### config.mk
export PLATFORM = sky130hd
export DESIGN_NAME = hp_event_scheduler
export DESIGN_NICKNAME = d
export VERILOG_FILES = /design/src/rtl/hp_event_scheduler.sv
export SDC_FILE = /design/constraint.sdc
export NUM_CORES = 1
export LEC_CHECK = 0
export CORE_AREA = 2 2 113 60
export DETAILED_ROUTE_END_ITERATION = 7
export DIE_AREA = 0 0 115 62
export GPL_TIMING_DRIVEN = 0
export HOLD_SLACK_MARGIN = 0.03
export PLACE_DENSITY = 0.8
export SETUP_SLACK_MARGIN = 0.15
export SLEW_MARGIN = 10
export SYNTH_ARGS = -nofsm -noshare
export SYNTH_HDL_FRONTEND = slang
export SYNTH_SLANG_ARGS = --single-unit
### constraint.sdc
create_clock -name Pclk -period 5.9 [get_ports Pclk]
set_input_delay 1.18 -clock Pclk [delete_from_list [all_inputs] [get_ports Pclk]]
set_output_delay 1.18 -clock Pclk [all_outputs]
set_load 0.02 [all_outputs]
### src/rtl/hp_event_scheduler.sv
// rtl/hp_event_scheduler.sv - player HP event scheduler (hit/heal sequencing, i-frames, death)
//
// Purpose:
//   Edge-detects four collision sources, latches them as pending events and
//   serves one per slot by fixed priority Big > B1 > B2 > GB. Damage saturates
//   HP at 0 and opens an invulnerability window. Heal saturates at HP_MAX.
//   Reaching 0 HP enters DEAD, which only reset leaves.
//   Optional build macro HP_REGEN_EN adds +1 HP per REGEN_PERIOD idle cycles.
//
// Ports:
//   Pclk            in   1   system clock, all logic on posedge
//   reset           in   1   asynchronous active-high reset
//   isCollisionB1   in   1   bullet 1 collision level (damage DMG_SMALL)
//   isCollisionB2   in   1   bullet 2 collision level (damage DMG_SMALL)
//   isCollisionBig  in   1   big bullet collision level (damage DMG_BIG)
//   isCollisionGB   in   1   green bullet collision level (heal HEAL_AMT)
//   state_game      in   2   game phase, 2'd1 re-arms the damage sources
//   hp              out  10  current HP, 0..HP_MAX
//   character_alive out  1   drops to 0 once HP reaches 0
//   hit_flash       out  1   high during the invulnerability window
//   dead_pulse      out  1   one-cycle pulse on entry to DEAD
//   ack             out  4   one-cycle grant {GB,Big,B2,B1} when an event is applied

module hp_event_scheduler #(
  parameter logic [9:0]  HP_MAX        = 10'd150,
  parameter logic [9:0]  DMG_SMALL     = 10'd30,
  parameter logic [9:0]  DMG_BIG       = 10'd60,
  parameter logic [9:0]  HEAL_AMT      = 10'd60,
  parameter logic [23:0] IFRAME_CYCLES = 24'd12_500_000,
  parameter logic [23:0] REGEN_PERIOD  = 24'd25_000_000
) (
  input  logic       Pclk,
  input  logic       reset,
  input  logic       isCollisionB1,
  input  logic       isCollisionB2,
  input  logic       isCollisionBig,
  input  logic       isCollisionGB,
  input  logic [1:0] state_game,
  output logic [9:0] hp,
  output logic       character_alive,
  output logic       hit_flash,
  output logic       dead_pulse,
  output logic [3:0] ack
);

  localparam logic [1:0] IDX_B1  = 2'd0;
  localparam logic [1:0] IDX_B2  = 2'd1;
  localparam logic [1:0] IDX_BIG = 2'd2;
  localparam logic [1:0] IDX_GB  = 2'd3;

  typedef enum logic [1:0] {
    S_IDLE,
    S_APPLY,
    S_IFRAME,
    S_DEAD
  } state_t;

  state_t      state;
  logic [3:0]  prev_in;
  logic [3:0]  pending;
  logic [3:0]  armed;
  logic [1:0]  grant;
  logic [23:0] iframe_cnt;

  logic [3:0]  in_vec;
  logic [3:0]  rise;
  logic [1:0]  pick;
  logic [3:0]  grant_mask;
  logic [3:0]  armed_next;
  logic [9:0]  dmg;
  logic [9:0]  dmg_hp;
  logic [10:0] heal_sum;
  logic [9:0]  heal_hp;

  assign in_vec = {isCollisionGB, isCollisionBig, isCollisionB2, isCollisionB1};

  // A disarmed source never produces an event, even on a clean edge.
  assign rise = in_vec & ~prev_in & armed;

  assign grant_mask = 4'b0001 << grant;

  always_comb begin
    pick = IDX_GB;
    if (pending[IDX_BIG])
      pick = IDX_BIG;
    else if (pending[IDX_B1])
      pick = IDX_B1;
    else if (pending[IDX_B2])
      pick = IDX_B2;
  end

  always_comb begin
    dmg = (grant == IDX_BIG) ? DMG_BIG : DMG_SMALL;
    dmg_hp = (hp > dmg) ? (hp - dmg) : 10'd0;
    // Heal is summed one bit wider so the clamp sees the true total.
    heal_sum = {1'b0, hp} + {1'b0, HEAL_AMT};
    heal_hp = (heal_sum > {1'b0, HP_MAX}) ? HP_MAX : heal_sum[9:0];
  end

  // The served source is disarmed; a new-round phase re-arms the damage
  // sources afterwards, so re-arm wins in the same cycle. GB is never re-armed.
  always_comb begin
    armed_next = armed;
    if (state == S_APPLY)
      armed_next = armed_next & ~grant_mask;
    if (state != S_DEAD && state_game == 2'd1)
      armed_next = armed_next | 4'b0111;
  end

`ifdef HP_REGEN_EN
  logic [23:0] regen_cnt;
`else
  logic unused_regen_period;
  assign unused_regen_period = ^REGEN_PERIOD;
`endif

  always_ff @(posedge Pclk or posedge reset) begin
    if (reset) begin
      state           <= S_IDLE;
      prev_in         <= 4'b0000;
      pending         <= 4'b0000;
      armed           <= 4'b1111;
      grant           <= IDX_B1;
      iframe_cnt      <= 24'd0;
      hp              <= HP_MAX;
      character_alive <= 1'b1;
      hit_flash       <= 1'b0;
      dead_pulse      <= 1'b0;
      ack             <= 4'b0000;
`ifdef HP_REGEN_EN
      regen_cnt       <= 24'd0;
`endif
    end else begin
      prev_in    <= in_vec;
      armed      <= armed_next;
      ack        <= 4'b0000;
      dead_pulse <= 1'b0;

      case (state)
        S_IDLE: begin
          pending <= pending | rise;
          if (pending != 4'b0000) begin
            grant <= pick;
            state <= S_APPLY;
          end
`ifdef HP_REGEN_EN
          if (pending != 4'b0000 || hp >= HP_MAX) begin
            regen_cnt <= 24'd0;
          end else if (regen_cnt == REGEN_PERIOD - 24'd1) begin
            regen_cnt <= 24'd0;
            hp        <= hp + 10'd1;
          end else begin
            regen_cnt <= regen_cnt + 24'd1;
          end
`endif
        end

        S_APPLY: begin
          pending <= (pending | rise) & ~grant_mask;
          ack     <= grant_mask;
          if (grant == IDX_GB) begin
            hp    <= heal_hp;
            state <= S_IDLE;
          end else begin
            hp <= dmg_hp;
            if (dmg_hp == 10'd0) begin
              state           <= S_DEAD;
              character_alive <= 1'b0;
              dead_pulse      <= 1'b1;
            end else begin
              state      <= S_IFRAME;
              hit_flash  <= 1'b1;
              iframe_cnt <= IFRAME_CYCLES - 24'd1;
            end
          end
`ifdef HP_REGEN_EN
          regen_cnt <= 24'd0;
`endif
        end

        S_IFRAME: begin
          // Damage arriving while invulnerable is dropped outright, including
          // same-cycle damage that lost arbitration; a heal waits its turn.
          pending <= {pending[IDX_GB] | rise[IDX_GB], 3'b000};
          if (iframe_cnt == 24'd0) begin
            state     <= S_IDLE;
            hit_flash <= 1'b0;
          end else begin
            iframe_cnt <= iframe_cnt - 24'd1;
          end
`ifdef HP_REGEN_EN
          regen_cnt <= 24'd0;
`endif
        end

        S_DEAD: begin
          pending <= 4'b0000;
`ifdef HP_REGEN_EN
          regen_cnt <= 24'd0;
`endif
        end
      endcase
    end
  end

endmodule

======== Word level (Yosys, flattened, before mapping) ========
Cells that the tools add are included.
storage, ports and cells
  word-level logic and storage cells ...... 79
  memories kept ........................... 0
  output and inout bits ................... 17
  bits in latches ......................... 0
  RAM bits ................................ 0
  register bits ........................... 57
  ROM bits ................................ 0
cells by class
  add/subtract/negate cells ............... 3
  reductions and logical operators ........ 13
  bitwise operators ....................... 9
  divide/modulo/power cells ............... 0
  equal/unequal tests ..................... 12
  multiplexer cells ....................... 27
  shift operators ......................... 1
  order comparisons ....................... 2
  multiply operators ...................... 0
operator list
  operator                                                        count
  two-way mux 24 bit                                              3
  case mux 24 bit (2 select lines)                                1
  two-way mux 10 bit                                              3
  logical NOT 24 bit                                              1
  subtractor 24 x 1 -> 24 bit, second input constant              1
  bitwise AND 4 bit                                               4
  case mux 4 bit (4 select lines)                                 1
  two-way mux 2 bit                                               6
  inequality test 2 bit, second input constant                    6
  adder 10 x 6 -> 11 bit, second input constant                   1
  greater-than comparator 11 x 8 -> 1 bit, second input constant  1
  greater-than comparator 10 x 6 -> 1 bit                         1
  logical NOT 10 bit                                              1
  subtractor 10 x 6 -> 10 bit                                     1
  == test 2 bit, second input constant                            4
  two-way mux 4 bit                                               2
  inverter 4 bit                                                  2
  AND reduction 4 bit                                             2
  two-way mux 1 bit                                               7
  two-way mux 6 bit                                               1
  case mux 2 bit (3 select lines)                                 1
  AND reduction 3 bit                                             2
  == test 2 x 1 -> 1 bit, second input constant                   2
  OR 4 bit                                                        1
  11 further kinds                                                12

======== Longest topological paths before layout ========
  word-level depth ........................ 8
  depth in mapped cells ................... 12
  depth with buffers taken out ............ 11

======== Least setup slack after synthesis ========
No wires, ideal clock.
  path type ............................... register to register
  start point ............................. reg hp[1]
  end point ............................... reg iframe_cnt[10]
  period minus slack after synthesis ...... 2.723 ns
  buffers on the path ..................... 1
  setup time .............................. 0.121 ns
  setup slack ............................. 3.177 ns
  stages on the path, launching flop included .. 12
  required time ........................... 5.779 ns
  arrival ................................. 2.602 ns
  path through ............................ dfstp_2 > inv_1 > ha_1 > inv_1 > ha_1 > nand4_1 > or4b_1 > o311ai_1 > nand4_1 > o211a_2 > buf_6 > a22o_1
between the ends
  cells in the longest elaborated chain, start to end .. 5
  elaborated cells between the ends (all ways) .. 6
ends and longest elaborated chain
  element                                                                                 line  source
  from (decl)                                                                             39    output logic [9:0] hp,
  from (signal assigned)                                                                  162   hp <= heal_hp;
  from (signal assigned)                                                                  165   hp <= dmg_hp;
  subtractor 10 x 6 -> 10 bit or greater-than comparator 10 x 6 -> 1 bit (tied branches)  94    dmg_hp = (hp > dmg) ? (hp - dmg) : 10'd0;
  two-way mux 10 bit *                                                                    94
  logical NOT 10 bit *                                                                    166   if (dmg_hp == 10'd0) begin
  inequality test 2 bit (no source line) *                                                n/a
  AND reduction 4 bit (no source line) *                                                  n/a
  to (signal assigned)                                                                    173   iframe_cnt <= IFRAME_CYCLES - 24'd1;
  to (signal assigned)                                                                    189   iframe_cnt <= iframe_cnt - 24'd1;
  to (decl)                                                                               63    logic [23:0] iframe_cnt;
Mark *: on every way between the ends. The rest lies on a longest branch, timed or not.
A chain may end at the register's enable or synchronous reset.

======== Worst setup path in the final report ========
  start point ............................. reg grant[0]
  end point ............................... reg iframe_cnt[2]
between the ends
  cells in the longest elaborated chain, start to end .. 7
  elaborated cells between the ends (all ways) .. 10
ends and longest elaborated chain
  element                                                                                 line  source
  from (decl)                                                                             62    logic [1:0] grant;
  from (signal assigned)                                                                  143   grant <= pick;
  == test 2 bit                                                                           93    dmg = (grant == IDX_BIG) ? DMG_BIG : DMG_SMALL;
  two-way mux 6 bit                                                                       93
  subtractor 10 x 6 -> 10 bit or greater-than comparator 10 x 6 -> 1 bit (tied branches)  94
  two-way mux 10 bit                                                                      94
  logical NOT 10 bit                                                                      166
  inequality test 2 bit (no source line)                                                  n/a
  AND reduction 4 bit (no source line) *                                                  n/a
Marks and branches as above.

==> flow_summary.json <==
{
  "path_class": "flop to flop",
  "clk_latency_ns": 0.33,
  "fmax_mhz": 311,
  "ys_types": 65,
  "synth_seq_cells": 57,
  "nets": 418,
  "ff2ff_path_depth": 12,
  "syn_area_mm2": 0.00329,
  "synth_top_cell_by_area": "dfrtp_1",
  "n_antenna_cell": 0,
  "clockBufferDepth": 2,
  "antenna_found_initial": 0,
  "place_hpwl_mm": 6.07,
  "peakVddDrop_v": 0.000306,
  "numCtsBuffers": 9,
  "worst_slack_ns": 2.68,
  "critical-path-top-delay-family": "simple AND/OR/NAND/NOR gates",
  "avgViaCountPerCell": 6.33,
  "dieArea_mm2": 0.00713,
  "area.growth.synth_to_final_pct": 21.5,
  "wire_per_inst_um": 18.2,
  "synthMostInstantiatedCell": "dfrtp_1",
  "routed-via-count": 3087,
  "start_util": 0.521,
  "regArea_mm2": 0.00144,
  "synth_nets": 382,
  "htreeDepth": 3,
  "min_path_cells": 1,
  "grt_use_total": 0.267,
  "fin_crit_sh": 0.545,
  "io_pins": 25,
  "ant_nets": 0,
  "path_depth": 12,
  "cts.sinks": 57,
  "place.gp.congestion": 0.935,
  "syn_inst": 367,
  "rsz0062_at_grt": "false",
  "grt_first_pass_wirelength_mm": 14.0,
  "path_cells": "inv_1, nand2_1, ha_1, inv_1, ha_1, nand4_1, or4b_1, o311ai_1, nand4_1, o211a_2, buf_6, a22o_1",
  "p_per_area_mw_per_mm2": 521,
  "worstPathMaxFanout": 10,
  "syn_avg_cell_area_um2": 8.95,
  "cts_root_buf": "clkbuf_16",
  "crit_required_ns": 6.11,
  "first_global_vias": 2789,
  "cts_tree": "done",
  "async_reset_ff_frac": 1.00,
  "critical_path_arrival_ns": 3.43,
  "setup_viol_count_final": 0,
  "synth.top_cell.area_share": 0.366,
  "ys_warn_count": 0,
  "post_cts_buffers": 0,
  "hold_viol_final": 0,
  "synth_edf_count": 0,
  "fillers": 519,
  "ys_seq_area_frac": 0.438,
  "cts_resized": 0,
  "cts_hold_buffers": 0,
  "critPathLaunchType": "flop",
  "cap_violations": 0,
  "tns_ns": 0,
  "drt_wl_total_mm": 8.89,
  "period_needed_ns": 3.22,
  "route.detailed.drc": 0,
  "synth_flop_cell": "dfrtp_1",
  "crit_path_end_kind": "flop",
  "drt_first_iter_violations": 369,
  "die_w_um": 115,
  "final_cells": 488,
  "hp-class": "flop to flop",
  "overflow": 0,
  "power.total_mw": 2.08,
  "worst_pin_slew_ns": 0.595,
  "place.port_buffers": 24,
  "slowest_stage": "or4b_1",
  "die_h_um": 62,
  "synthTopCellsByCount": "dfrtp_1 (48), nand2_1 (38), nor2_1 (33), a21oi_1 (29), o21ai_0 (24)",
  "max_stage_delay_ns": 0.54,
  "clk_pin_slew_ns": 0.05,
  "path_buf_inv": 3,
  "drive_gt1_frac": 0.108,
  "cellLeakagePower_nw": 1.65,
  "dp_cells": 472,
  "maxSlewHeadroom": 0.600,
  "timing.final.max_slew_violations": 0,
  "multiInputGateArea_mm2": 0.00167,
  "core_area_mm2": 0.00631,
  "grt_start_max_net_pins": 34,
  "clock_skew_ns": 0.00410,
  "row_count": 21,
  "place_ws_ns": 2.76,
  "synth.area.top_cells": "dfrtp_1 (37%), dfstp_2 (7.2%), a21oi_1 (4.4%)",
  "hold_ws_ns": 0.482,
  "dr.pass1.iters": 5,
  "status": "completed"
}
-- final timing paths --
check	start	to	slack, ns
worst max-delay path	grant[0]	iframe_cnt[2]	2.68
worst min-delay path	armed[3]	armed[3]	0.48
worst max register to register	grant[0]	iframe_cnt[2]	2.68
worst min register to register	armed[3]	armed[3]	0.48
max in group asynchronous	reset	hp[1]	4.07
min in group asynchronous	reset	grant[0]	1.21
-- power breakdown --
part           total [mW]  internal, mW  switching (mW)
combinational       0.855         0.326           0.529
clock               0.603         0.423           0.180
sequential          0.622         0.498           0.124
-- sequential cells by signal, summed over array words and instances, names as in the netlist --
| name | flops |
|---|---|
| armed | 4 |
| grant | 2 |
| ack | 4 |
| iframe_cnt | 24 |
| prev_in | 4 |
| hit_flash | 1 |
| dead_pulse | 1 |
| hp | 10 |
| pending | 4 |
| character_alive | 1 |
| state | 2 |
-- layout make-up --
cell class | instances | share of cell area
clock buffers | 11 | 0.0608
inverters | 23 | 0.0216
multi-input cells | 270 | 0.419
flip-flops and latches | 57 | 0.360
plain buffers | 17 | 0.0223
clock inverters | 5 | 0.0257
well taps | 80 | 0.0251
repair buffers | 25 | 0.0652
-- metal layers --
metal	part of all wire	wire length, um	vias to the layer above	track usage
li1	-	-	1406	-
met1	0.49	4350	1507	0.389
met2	0.40	3570	154	0.373
met3	0.099	880	20	0.106
met4	0.010	92	0	0.0654
met5	0	0	-	0
-- cell families (layout without fill, tap and decap cells) --
kind of cell	Yosys count	after routing	share of synthesized area
flip-flops	57	57	0.438
XOR/XNOR	3	3	0.00800
buffers and inverters	40	81	0.0533
multiplexers	4	4	0.0129
AND/OR/NAND/NOR	137	137	0.219
adder cells (fa/ha/maj)	7	7	0.0267
AO/OA/AOI/OAI	119	119	0.242
-- layout by cell type (no fill, tap or decap), drive strengths merged, types with 3 or more instances in the layout --
cell type	netlist	routed
a21bo	3	3
a21o	5	5
a21oi	29	29
a22o	10	10
a22oi	3	3
a311oi	3	3
a31oi	8	8
and2	5	5
buf	6	7
bufinv	0	3
clkbuf	11	22
clkdlybuf4s50	0	24
dfrtp	48	48
dfstp	9	9
ha	7	7
inv	23	23
nand2	38	38
nand2b	7	7
nand3	10	10
nand4	4	4
nor2	33	33
nor2b	4	4
nor3	8	8
nor3b	4	4
nor4	4	4
o21ai	29	29
o22ai	3	3
o311ai	4	4
o31ai	3	3
or2	3	3
or3	5	5
-- metrics by stage --
step | utilization | instance area, um^2
detailed placement | 0.578 | 3650
global placement | 0.575 | 3630
CTS | 0.633 | 3990
finish | 0.633 | 3990
global route | 0.633 | 3990
floorplan | - | 3290
No activity file was read; power rests on OpenSTA's default activity.
==> edit (same flow settings) <==
Make the reset (`reset`) synchronous in one clocked block. Comments in the files are not updated.
--- a/src/rtl/hp_event_scheduler.sv
+++ b/src/rtl/hp_event_scheduler.sv
@@ -115,5 +115,5 @@
 `endif
 
-  always_ff @(posedge Pclk or posedge reset) begin
+  always_ff @(posedge Pclk) begin
     if (reset) begin
       state           <= S_IDLE;
Function: differs if reset is asserted again (counterexample within 4 cycles, from zero or initial values and one cycle with reset high); with reset held inactive, the same outputs for 10 cycles.
==> edit against the original RTL <==
- count of clock-buffer cells in the layout unchanged
- sequential cell count stayed put
- die area unchanged
- setup slack got worse by 0.58 ns
- non-clock buffer count stayed put
- area after synthesis is 3.9% lower
- clock skew rose by 0.0046 ns
- wire length shrank 6.8%
- design area down 5.2%
- total power grew 11%
- critical endpoint is now iframe_cnt[23]$_SDFFE_PP0P_
==> edit: results (changes against the original RTL) <==
| Item | This run | Unit | vs unedited |
|:---|:---|:---|:---|
| Met3 usage | 0.103 | - | -0.00291 |
| Footprint of the multi-input gates | 1850 | sq um | +11% |
| XOR/XNOR share of the synthesized area | 0.0139 | - | +0.00588 |
| Outcome | finished clean | - |  |
| Sequential fraction of total cell area | 0.301 | - | -0.0587 |
| Peak supply drop | 0.248 | mV | -19% |
| Largest incremental delay on the critical path | 0.56 | ns | +0.02 ns |
| TritonRoute pass-1 iters | 4 | - | -1 |
| Ratio of cells with drive above 1 in the final layout | 0.0911 | - | -0.0167 |
| Met2 GRT Util | 0.376 | - | +0.00252 |
| Signal buf overhead | 0.0869 | - | -0.000519 |
| Family of cells with the greatest summed delay on the critical path | compound AO/OA/AOI/OAI gates | - |  |
| Clock Skews | 0.00870 | ns | +0.00460 ns |
| Cell types with the largest area share after synthesis | sky130_fd_sc_hd__dfxtp_1 (36%), sky130_fd_sc_hd__a21oi_1 (4.8%), sky130_fd_sc_hd__ha_1 (4.8%) | - |  |
| Sequential area share after synthesis | 0.361 | - | -0.0761 |
| Weighted congestion at the end of routability-driven global placement | 0.912 | - | -2.5% |
| Distinct cells, synth | 63 | - | -3.1% |
| Met1 demand-to-capacity share in global routing | 0.352 | - | -0.0369 |
| Clock-cell share of area | 0.0787 | - | -0.00784 |
| Number of global-route vias before repair | 2750 | - | -1.4% |
| Detail Placement HPWL | 6.08 | mm | +0.21% |
| Wire length of the first global-routing pass | 13.5 | mm | -3.4% |
| Via count | 3039 | - | -1.6% |
| Fill cells | 579 | - | +12% |
| Worst-case headroom to the max-slew limit | 0.578 | - | -0.0225 |
| Share of synthesized registers carrying an async set or reset | 0 | - | -1.00 |
| All-Layer GR Usage | 0.254 | - | -0.0130 |
| Count of port buffers added during placement | 23 | - | -4.2% |
| Slowest CP cell | sky130_fd_sc_hd__o21ai_1 | - |  |
| Net switching power | 1.01 | mW | +21% |
| Multi-In Gates | 285 | - | +5.6% |
| Routed wirelength normalized by instance count | 16.7 | um | -8.4% |
| Adder-cell share of the synthesized area | 0.0476 | - | +0.0209 |
| DRT iter0 DRCs | 249 | - | -33% |
| Pin count of the biggest net entering global routing | 12 | - | -65% |
| Inverters excl. clock | 17 | - | -26% |
[edit: power groups by stage]
| stage | Sequential (mW) | Combinational, mW | Clock, mW |
|---|---|---|---|
| after global routing | 0.638 | 1.29 | 0.541 |
| final | 0.622 | 1.17 | 0.514 |
| after floorplan | 0.632 | 0.819 | 0 |
| after detailed placement | 0.624 | 1.14 | 0 |
| after CTS | 0.617 | 1.14 | 0.522 |
| after global placement | 0.615 | 1.10 | 0 |
[edit: through the flow]
stage          utilization  area [sq um]  std cells  setup WS (ns)
5_1_grt              0.600          3780        497           1.86
4_1_cts              0.600          3780        497           2.28
6_report             0.600          3780        497           2.10
3_3_place_gp         0.553          3490        481           2.41
2_1_floorplan            -          3160        378           3.03
3_5_place_dp         0.553          3490        481           2.29
[edit: final timing paths]
path / slack [ns] / cells past startpoint / to / start
min: 0.48 / 2 / armed[1]$_SDFFE_PP1P_ / armed[1]$_SDFFE_PP1P_
min reg2reg: 0.48 / 2 / armed[1]$_SDFFE_PP1P_ / armed[1]$_SDFFE_PP1P_
max reg2reg: 2.10 / 12 / iframe_cnt[23]$_SDFFE_PP0P_ / grant[0]$_SDFFE_PP0P_
max: 2.10 / 12 / iframe_cnt[23]$_SDFFE_PP0P_ / grant[0]$_SDFFE_PP0P_
[edit: tightest hold or removal path, delay by kind of cell, from the launching register on]
family / cells / cell delay [ns]
AND/OR/NAND/NOR: 1 / 0.05
flip-flops: 1 / 0.30
AO/OA/AOI/OAI: 1 / 0.07
[edit: per-layer routing]
| metal | vias to the layer above | routed length (um) |
|---|---|---|
| li1 | 1478 | - |
| met1 | 1423 | 4110 |
| met2 | 131 | 3330 |
| met3 | 7 | 794 |
| met4 | 0 | 59 |
| met5 | - | 0 |
